**src/rtl/uart_tx_arbiter.sv**
```systemverilog
// Round-robin sharing of one UART transmitter among NUM_REQ byte producers.
// Grants in IDLE, pulses Data_Valid once, then waits for the UART busy flag to rise and fall, plus an optional idle gap.
module uart_tx_arbiter #(
  parameter int NUM_REQ      = 4,
  parameter int DATA_W       = 8,
  parameter int GAP_CYCLES   = 2,
  parameter int BUSY_TIMEOUT = 16
) (
  input  logic                        CLK,
  input  logic                        RST,
  input  logic [NUM_REQ-1:0]          req_valid,
  input  logic [NUM_REQ*DATA_W-1:0]   req_data,
  output logic [NUM_REQ-1:0]          req_ready,
  output logic [DATA_W-1:0]           tx_p_data,
  output logic                        tx_data_valid,
  input  logic                        tx_busy,
  output logic [$clog2(NUM_REQ)-1:0]  grant_id,
  output logic                        arb_busy,
  output logic                        timeout_err
);

  localparam int IW = $clog2(NUM_REQ);
  localparam int SW = IW + 1;
  localparam int TW = $clog2(BUSY_TIMEOUT + 1);
  localparam int GW = (GAP_CYCLES > 1) ? $clog2(GAP_CYCLES) : 1;
  localparam logic [TW-1:0] TIMER_LAST = TW'(BUSY_TIMEOUT - 1);
  localparam logic [GW-1:0] GAP_LAST   = GW'((GAP_CYCLES > 0) ? GAP_CYCLES - 1 : 0);
  localparam logic [SW-1:0] REQ_COUNT  = SW'(NUM_REQ);

  typedef enum logic [2:0] {IDLE, ISSUE, WAIT_BUSY, WAIT_DONE, GAP} state_t;

  state_t          state, state_nxt;
  logic [IW-1:0]   rr_ptr;
  logic [IW-1:0]   win;
  logic [SW-1:0]   sum;
  logic            found;
  logic            grant;
  logic [TW-1:0]   timer;
  logic [GW-1:0]   gap_cnt;

  // First valid requester at or after rr_ptr, wrapping modulo NUM_REQ.
  always_comb begin
    found = 1'b0;
    win   = '0;
    sum   = '0;
    for (int k = 0; k < NUM_REQ; k++) begin
      sum = {1'b0, rr_ptr} + SW'(k);
      if (sum >= REQ_COUNT) sum = sum - REQ_COUNT;
      if (!found && req_valid[sum[IW-1:0]]) begin
        found = 1'b1;
        win   = sum[IW-1:0];
      end
    end
  end

  // A foreign frame holding tx_busy blocks new grants.
  assign grant = (state == IDLE) && !tx_busy && found;

  always_comb begin
    state_nxt     = state;
    req_ready     = '0;
    tx_data_valid = 1'b0;
    timeout_err   = 1'b0;
    arb_busy      = (state != IDLE);
    case (state)
      IDLE: begin
        if (grant) begin
          state_nxt = ISSUE;
          if (RST) req_ready = NUM_REQ'(1) << win;
        end
      end
      ISSUE: begin
        tx_data_valid = 1'b1;
        state_nxt     = WAIT_BUSY;
      end
      WAIT_BUSY: begin
        if (tx_busy) begin
          state_nxt = WAIT_DONE;
        end else if (timer == TIMER_LAST) begin
          timeout_err = 1'b1;
          state_nxt   = IDLE;
        end
      end
      WAIT_DONE: begin
        if (!tx_busy) state_nxt = (GAP_CYCLES > 0) ? GAP : IDLE;
      end
      GAP: begin
        if (gap_cnt == GAP_LAST) state_nxt = IDLE;
      end
      default: state_nxt = IDLE;
    endcase
  end

  always_ff @(posedge CLK or negedge RST) begin
    if (!RST) begin
      state     <= IDLE;
      rr_ptr    <= '0;
      timer     <= '0;
      gap_cnt   <= '0;
      tx_p_data <= '0;
      grant_id  <= '0;
    end else begin
      state <= state_nxt;
      if (grant) begin
        tx_p_data <= req_data[win*DATA_W +: DATA_W];
        grant_id  <= win;
        rr_ptr    <= (win == IW'(NUM_REQ - 1)) ? '0 : win + 1'b1;
      end
      if (state == ISSUE)
        timer <= '0;
      else if (state == WAIT_BUSY && !tx_busy)
        timer <= timer + 1'b1;
      if (state == WAIT_DONE)
        gap_cnt <= '0;
      else if (state == GAP)
        gap_cnt <= gap_cnt + 1'b1;
    end
  end

endmodule
```
**config.mk**
```make
export PLATFORM = sky130hd
export DESIGN_NAME = uart_tx_arbiter
export DESIGN_NICKNAME = d
export VERILOG_FILES = /design/src/rtl/uart_tx_arbiter.sv
export SDC_FILE = /design/constraint.sdc
export NUM_CORES = 1
export LEC_CHECK = 0
export CORE_MARGIN = 2
export CORE_UTILIZATION = 42
export CTS_CLUSTER_SIZE = 28
export DETAILED_ROUTE_END_ITERATION = 12
export HOLD_SLACK_MARGIN = 0.08
export PLACE_DENSITY = 0.81
export REMOVE_ABC_BUFFERS = 1
export SLEW_MARGIN = 20
export SYNTH_ARGS = -nofsm -noshare
export SYNTH_HDL_FRONTEND = slang
export SYNTH_SLANG_ARGS = --single-unit
```
**constraint.sdc**
```tcl
create_clock -name CLK -period 1.7 [get_ports CLK]
set_input_delay 0.255 -clock CLK [delete_from_list [all_inputs] [get_ports CLK]]
set_output_delay 0.255 -clock CLK [all_outputs]
set_load 0.1 [all_outputs]
```
## Word level (Yosys, flattened, before mapping)

Cells that the tools add are included.

| cells by class | value |
|---|---|
| $mul | 0 |
| add/subtract/negate cells | 10 |
| reduce and logical (&&, ||, !) cells | 15 |
| eq/ne operators | 10 |
| shifts and indexed selects | 2 |
| magnitude comparators | 8 |
| bitwise gates (word level) | 0 |
| div/mod/pow operators | 0 |
| muxes and demuxes | 38 |

Operators with widths:

| operator | count |
|---|---|
| variable part select 32 x 6 -> 8 bit | 1 |
| 2-to-1 mux 2 bit | 9 |
| 2-to-1 mux 3 bit | 5 |
| case mux 3 bit (5 select lines) | 1 |
| 2-to-1 mux 1 bit | 14 |
| < comparator 2 x 3 -> 1 bit, second input constant | 4 |
| 2-to-1 mux 4 bit | 3 |
| 2-to-1 mux 5 bit | 2 |
| greater-or-equal comparator 3 bit, second input constant | 3 |
| binary-select mux 1 bit (select 2 bit) | 4 |
| subtractor 2 x 1 -> 2 bit, second input constant | 4 |
| adder 2 x 2 -> 3 bit, second input constant | 2 |
| == test 3 x 2 -> 1 bit, second input constant | 2 |
| logical AND 1 bit | 6 |
| inequality test 2 bit, second input constant | 3 |
| adder 5 x 1 -> 5 bit, second input constant | 1 |
| == test 5 x 4 -> 1 bit, second input constant | 1 |
| logical NOT 1 bit | 4 |
| AND reduction 4 bit | 1 |
| nonzero test 2 bit | 2 |
| << shifter 1 x 2 -> 4 bit, first input constant | 1 |
| adder 2 x 1 -> 3 bit, second input constant | 1 |
| == test 3 x 1 -> 1 bit, second input constant | 1 |
| == test 3 bit, second input constant | 1 |
| 7 further kinds | 7 |

| word-level totals | value |
|---|---|
| latch bits | 0 |
| input bits | 39 |
| bits in writable memories | 0 |
| output and inout bits | 17 |
| word-level logic and storage cells | 89 |
| bits in read-only memories | 0 |
| memories | 0 |
| register bits | 21 |

## Depth between registers and ports, before layout

Gate-level depths: netlist of run 1.

| depth | value |
|---|---|
| depth after elaboration | 18 |
| mapped depth | 8 |
| gate-level depth less buffers | 7 |

## Least setup slack after synthesis of run 1

No wires, ideal clock.

| path | value |
|---|---|
| path type | input -> output |
| from | input req_valid[2] |
| to | output req_ready[0] |
| data arrival time | 3.101 ns |
| path buffers | 1 |
| setup slack | -1.656 ns |
| stages | 6 |
| cell sequence | nor2b_1 a21boi_1 o32ai_2 buf_4 inv_1 nor3_1 |

| between the ends | value |
|---|---|
| word-level cells in the longest chain between the ends | 16 |
| elaborated cells on any way between the ends | 27 |
| those cells by class | shift (1); mux (19); reduce/logical (7) |

RTL lines:

| what | RTL line | RTL |
|---|---|---|
| from (decl) | 11 | `input logic [NUM_REQ-1:0] req_valid,` |
| binary-select mux 1 bit (select 2 bit) | 49 | `if (!found && req_valid[sum[IW-1:0]]) begin` |
| 2-to-1 mux 1 bit (not written as such) | 49 |  |
| 2-to-1 mux 1 bit | 49 |  |
| logical NOT 1 bit | 49 |  |
| logical AND 1 bit | 49 |  |
| 2-to-1 mux 1 bit | 49 |  |
| logical NOT 1 bit | 49 |  |
| logical AND 1 bit | 49 |  |
| 2-to-1 mux 1 bit | 49 |  |
| logical NOT 1 bit | 49 |  |
| logical AND 1 bit | 49 |  |
| 2-to-1 mux 2 bit | 49 |  |
| << shifter 1 x 2 -> 4 bit | 69 | `if (RST) req_ready = NUM_REQ'(1) << win;` |
| 2-to-1 mux 4 bit | 69 |  |
| 2-to-1 mux 4 bit (*) | 67 | `if (grant) begin` |
| 2-to-1 mux 4 bit (*) | 65 | `case (state)` |
| to (decl) | 13 | `output logic [NUM_REQ-1:0] req_ready,` |

Mark *: on every way between the ends. The rest lies on a longest branch, timed or not. The select of a mux whose other input is x is not followed.

## Final worst setup path of run 1

| path | value |
|---|---|
| from | register rr_ptr[0] |
| to | output req_ready[0] |

| between the ends | value |
|---|---|
| word-level cells in the longest chain between the ends | 18 |
| elaborated cells on any way between the ends | 42 |
| those cells by class | add/sub (7); order compare (4); shift (1); mux (23); reduce/logical (7) |

RTL lines:

| what | RTL line | RTL |
|---|---|---|
| from (decl) | 33 | `logic [IW-1:0] rr_ptr;` |
| from (signal assigned) | 107 | `rr_ptr <= (win == IW'(NUM_REQ - 1)) ? '0 : win + 1'b1;` |
| parallel branches: the longest is 16 deep, another holds adder 2 x 1 -> 3 bit | -- |  |
| 2-to-1 mux 4 bit (*) | 67 |  |
| 2-to-1 mux 4 bit (*) | 65 |  |

Every way passes the cells marked *. The select of a mux whose other input is x is not followed.

==> impl_metrics.py, run 1 <==
metrics = {
    "status": {
        "status": "finished with violations",
        "violations": "setup timing",
    },
    "clocking": {
        "clock_path_buffers": 2,
        "cts_root_buf": "clkbuf_4",
        "clock-sinks": 21,
        "insertion_delay_ns": 0.33,
        "htree_levels": 1,
        "numCtsBuffers": 3,
        "cts_tree": "yes",
        "clk_pin_slew_ns": 0.14,
        "postCtsHoldBufs": 0,
    },
    "timing": {
        "slew_violations": 0,
        "hold_slack_ns": 0.3202,
        "worst_slack_ns": -0.4304,
        "maxSlewHeadroom_pct": 71.87,
        "clock.fmax_ghz": 0.4694,
        "hold_violations": 0,
        "rsz0062_at_grt": "true",
        "layout_min_cycle_time_ns": 2.130,
        "worstMarginPinSlew_ns": 0.4184,
        "skew_ns": 0.008519,
        "setup_viol": 6,
        "finalCritPeriodShare_pct": 125.3,
    },
    "routing": {
        "drt_iter0_drc": 69,
        "num_vias": 1507,
        "dr.pass1.iters": 4,
        "routed_wl_mm": 4.602,
        "wl_per_cell_microns": 17.70,
        "vias_per_cell": 5.796,
        "drc": 0,
        "antenna_left": 0,
    },
    "synthesis": {
        "synth_ff_type": "dfrtp_1",
        "yosys-top-cells-area": "dfrtp_1, mux2i_1, nand2_1",
        "netlist_instances": 147,
        "synth_edf_count": 0,
        "yosys.area.top_type": "dfrtp_1",
        "synth.ff_latch_count": 21,
        "ys_types": 32,
        "netlist_area_sq_mm": 0.001304,
        "synth_top_area_share_pct": 40.31,
        "ys_seq_area_share_pct": 40.31,
        "syn_avg_cell_area_sq_um": 8.869,
        "ys_async_sr_fraction_pct": 100.0,
        "yosys_warnings": 0,
    },
    "setup_path": {
        "cp_max_fo": 4,
        "crit_path_end_kind": "primary output",
        "regToRegStartpoint": "rr_ptr[0]",
        "critPathKind": "flop to primary output",
        "critPathRequiredTime_ns": 1.44,
        "ff2ff_setup_slack_ns": 0.05,
        "cp_data_arrival_time_ns": 1.88,
        "r2r_end": "tx_p_data[4]",
        "start_kind": "flop",
        "worstRegToRegCells": 6,
    },
    "placement": {
        "place.gp.congestion": 0.9012,
        "place_area_sq_mm": 0.002178,
        "hpwlAfterDp_mm": 3.267,
        "dp.cells": 247,
        "io_buffers": 55,
    },
    "global_routing": {
        "grtUsageTotal_pct": 25.81,
        "grt_pass1_wl_mm": 6.817,
        "grt_pass1_vias": 1455,
        "overflow": 0,
        "antenna_found_initial": 0,
        "grt_max_degree": 15,
    },
    "cells_and_area": {
        "utilization_pct": 80.25,
        "diodes": 0,
        "design_area_sq_mm": 0.002410,
        "nNetsFinal": 270,
        "layout-drive-gt1-share_pct": 34.80,
        "layout.cells.non_filler": 260,
        "syn2layout_area_growth_pct": 84.84,
        "fillerInstances": 174,
    },
    "hold_path": {
        "hold_class": "input port to asynchronous set/reset pin",
    },
    "power": {
        "cellLeakagePower_uw": 0.001085,
        "peakVddDrop_mv": 1.098,
        "powerDensity_mw_per_mm2": 1847,
    },
    "floorplanning": {
        "die_y_microns": 59.72,
        "die_w_microns": 59.72,
        "num_rows": 20,
        "start_util_pct": 43.42,
        "die_area_sq_mm": 0.003566,
        "design.core.area_sq_mm": 0.003003,
        "io_pins": 56,
    },
    "flow_run": {
        "drv_cap": 0,
    },
}
==> area by class of cell <==
type	count	area (sq um)	share of cell area (%)
Timing Repair Buffer	84	949.7	39.41
Inverter	4	15.01	0.6231
Clock buffer	3	22.52	0.9346
Clock inverter	1	7.507	0.3115
Sequential cell	21	525.5	21.81
Tap cell	33	41.29	1.713
Multi-Input combinational cell	114	848.3	35.20
==> what timing repair did <==
item | CTS | global route
setup endpoints to repair | 13 | 16
buffers inserted | 7 | 4
pin swaps | 5 | 11
resized for setup | 26 | 16
cloned | 0 | 1
==> per-layer routing <==
metal	wire, microns	global-route usage, %	vias up
li1	-	-	688
met3	190	2.814	9
met4	85	11.11	0
met2	2603	47.20	54
met1	1724	30.08	756
met5	0	0	-
==> power by group <==
| group | total, uW | leakage, uW | internal, uW | switching [uW] |
|---|---|---|---|---|
| Combinational | 3270 | 0.000801 | 1310 | 1950 |
| Clock | 270 | 0.0000139 | 90.3 | 180 |
| Sequential | 914 | 0.000270 | 702 | 212 |
| Total | 4450 | 0.00109 | 2100 | 2350 |
==> how the worst max path moves through the flow <==
stage                    to         start
6_report       req_ready[0]     rr_ptr[0]
5_1_grt        req_ready[0]     rr_ptr[0]
4_1_cts        req_ready[2]     rr_ptr[0]
3_5_place_dp   req_ready[3]  req_valid[2]
3_3_place_gp   req_ready[3]  req_valid[2]
2_1_floorplan  req_ready[0]  req_valid[2]
==> placed cells by master (no fill, tap or decap), drive strengths merged, types with 2 or more instances in the layout <==
| cell type | n |
|---|---|
| o221ai | 8 |
| nor2 | 14 |
| inv | 4 |
| nor2b | 4 |
| o21bai | 2 |
| o21ai | 11 |
| dfrtp | 21 |
| nor3b | 2 |
| nor4 | 2 |
| clkdlybuf4s50 | 34 |
| nand2 | 25 |
| dlygate4sd2 | 4 |
| nor3 | 3 |
| mux2i | 16 |
| buf | 46 |
| and3 | 3 |
| clkbuf | 3 |
| ha | 3 |
| a21oi | 9 |
| o22ai | 2 |
==> worst max-delay path: stages (launching register included) <==
cell and delay (ns):
dfrtp_1 0.45, nor2b_2 0.22, o21ai_2 0.09, and3b_2 0.27, nor3_2 0.19, buf_4 0.15
buf_12 0.16
==> Yosys cell counts (2+ instances only) <==
| cell | instances |
|---|---|
| nand2_1 | 25 |
| dfrtp_1 | 21 |
| mux2i_1 | 16 |
| nor2_1 | 13 |
| o21ai_0 | 10 |
| a21oi_1 | 9 |
| o221ai_1 | 8 |
| inv_1 | 4 |
| nor2b_1 | 4 |
| and3_1 | 3 |
| buf_2 | 3 |
| ha_1 | 3 |
| nor3_1 | 3 |
| buf_4 | 2 |
| clkbuf_1 | 2 |
| nor3b_1 | 2 |
| nor4_1 | 2 |
| o21bai_1 | 2 |
| o22ai_1 | 2 |
==> logic make-up (layout without fill, tap and decap cells) <==
logic type	Yosys count	in the layout	synth area share, %
AND/OR/NAND/NOR	58	58	20.83
AO/OA/AOI/OAI	37	37	18.81
flip-flops	21	21	40.31
adder cells (fa/ha/maj)	3	3	2.879
buffers and inverters	12	92	4.894
multiplexers	16	16	12.28
==> flip-flops by register name, indices dropped and copies added (netlist names) <==
signal and cells:
grant_id 2, gap_cnt 1, timer 5, state 3, tx_p_data 8, rr_ptr 2
==> through the flow <==
stage | setup TNS (ns) | total power [uW] | worst slack, ns
2_1_floorplan | -12.78 | 2636 | -2.465
3_3_place_gp | -4.913 | 3745 | -0.4566
3_5_place_dp | -6.107 | 3847 | -0.5800
4_1_cts | -1.618 | 4266 | -0.3750
5_1_grt | -2.307 | 4641 | -0.4942
6_report | -1.804 | 4450 | -0.4304
Power figures use the tool's default switching activity.
==> run 2: changes to the inputs <==
SETUP_SLACK_MARGIN = 0.3   (was unset)
SLEW_MARGIN = unset   (was 20)
==> impl_metrics.py, run 2 (synthesis gave the netlist of run 1 again) <==
metrics = {
    "timing": {
        "hold_violations": 0,
        "skew_ns": 0.009058,
        "setup_viol": 15,
        "setup_tns_ns": -3.352,
        "slew_violations": 0,
        "worst_slack_ns": -0.5283,
        "layout_min_cycle_time_ns": 2.228,
        "clock.fmax_ghz": 0.4488,
        "finalCritPeriodShare_pct": 131.1,
        "maxSlewHeadroom_pct": 69.82,
        "worstMarginPinSlew_ns": 0.4489,
        "rsz0062_at_grt": "true",
    },
    "floorplanning": {
        "design.core.area_sq_mm": 0.003003,
        "num_rows": 20,
        "start_util_pct": 43.42,
        "io_pins": 56,
        "die_w_microns": 59.72,
        "die_area_sq_mm": 0.003566,
        "die_y_microns": 59.72,
    },
    "clocking": {
        "cts_tree": "yes",
        "clk_pin_slew_ns": 0.14,
        "htree_levels": 1,
        "postCtsHoldBufs": 0,
        "clock_path_buffers": 2,
        "cts_root_buf": "clkbuf_4",
        "clock-sinks": 21,
        "insertion_delay_ns": 0.34,
        "numCtsBuffers": 3,
    },
    "cells_and_area": {
        "diodes": 0,
        "top_register": "tx_p_data",
        "layout_commonest_cell": "clkdlybuf4s50_1",
        "syn2layout_area_growth_pct": 98.27,
        "seqCellArea_sq_um": 525.5,
        "final_cell_mix": "clkdlybuf4s50_1, buf_4, nand2_1",
        "utilization_pct": 86.08,
        "multi_input_area_sq_um": 902.1,
        "top_regs": "tx_p_data (8), timer (5), state (3)",
        "design_area_sq_mm": 0.002585,
        "nNetsFinal": 278,
        "largest_reg_flops": 8,
        "fillerInstances": 144,
        "layout-drive-gt1-share_pct": 41.70,
    },
    "setup_path": {
        "cp_data_arrival_time_ns": 1.97,
        "start_kind": "flop",
        "critPathTopFamily": "simple AND/OR/NAND/NOR gates",
        "critPathKind": "flop to primary output",
        "cp_num_buf_inv": 2,
        "crit_slowest_cell": "dfrtp_1",
        "crit_chain": "nor2_2 -> nand2_1 -> nor2_4 -> nand2_1 -> nor3_2 -> buf_4 -> buf_12",
        "critPathMaxStageDelay_ns": 0.45,
        "cp_max_fo": 5,
        "critPathRequiredTime_ns": 1.44,
        "crit_path_end_kind": "primary output",
        "crit_top_cell": "nand2_1",
    },
    "placement": {
        "pre_cts_ws_ns": -0.5800,
        "io_buffers": 55,
        "hpwlAfterDp_mm": 3.267,
        "place.gp.congestion": 0.9012,
        "place_area_sq_mm": 0.002178,
    },
    "global_routing": {
        "grt_max_degree": 15,
        "grt_pass1_wl_mm": 7.521,
        "grt_pass1_vias": 1586,
        "overflow": 0,
        "grtUsageTotal_pct": 29.26,
        "antenna_found_initial": 0,
    },
    "power": {
        "total_power_uw": 4975,
        "powerDensity_mw_per_mm2": 1925,
        "peakVddDrop_mv": 1.139,
        "cellLeakagePower_uw": 0.001155,
    },
    "routing": {
        "wl_per_cell_microns": 21.83,
        "drt_iter0_drc": 75,
        "vias_per_cell": 6.149,
        "dr.pass1.iters": 4,
        "num_vias": 1648,
        "drc": 0,
        "antenna_left": 0,
        "routed_wl_mm": 5.851,
    },
    "flow_run": {
        "drv_cap": 0,
    },
    "hold_path": {
        "hold_class": "input port to asynchronous set/reset pin",
    },
    "status": {
        "violations": "setup timing",
        "status": "finished with violations",
    },
}
run 2: cell types whose count changed in the layout (fill, tap and decap cells not counted), sizes merged:
cell  change
buf       +8
run 2: routing by layer:
layer  track usage [%]  routed length (microns)  vias to the layer above
met5                 0                        0                        -
met4             18.41                      419                        0
met3             3.896                      322                       34
met2             51.71                     3021                       97
met1             32.74                     2087                      805
li1                  -                        -                      712
run 2: through the flow:
| step | hold WS, ns | std cells |
|---|---|---|
| floorplan | -0.04059 | 139 |
| global placement | 0.4759 | 247 |
| detailed placement | 0.4911 | 247 |
| CTS | 0.3118 | 261 |
| global route | 0.2950 | 268 |
| finish | 0.2969 | 268 |
run 2: power breakdown:
part | internal [uW] | switching, uW
logic | 1560 | 2200
registers | 702 | 233
clock network | 90.4 | 191
run 2: cell type report:
cell class / count / share of cell area, %
repair buffers: 92 / 41.24
multi-input cells: 114 / 34.90
flip-flops and latches: 21 / 20.33
well taps: 33 / 1.597
clock buffers: 3 / 0.8712
inverters: 4 / 0.7744
clock inverters: 1 / 0.2904
run 2: final timing paths:
kind	slack [ns]	end	cells after the start	from
min reg2reg	0.52	timer[4]	1	timer[4]
min	0.30	tx_p_data[3]	2	RST
max	-0.53	req_ready[2]	7	state[1]
min in group CLK	0.52	timer[4]	1	timer[4]
max reg2reg	-0.20	tx_p_data[4]	9	rr_ptr[0]
max in group asynchronous	1.06	timer[4]	3	RST
run 2: what timing repair did:
item                                    CTS  global route
pin swaps                                11            17
endpoints found under the setup margin   20            22
endpoints found under the hold margin     0             0
gates cloned                              1             0
gates resized for setup                  39            31
buffers inserted                          9             7
run 2: worst reg2reg max path, delay by kind of cell (launching register included):
kind            cells  cell delay [ns]
compound gates      2             0.51
buf+inv             5             0.59
flops               1             0.44
mux                 1             0.17
simple gates        1             0.09
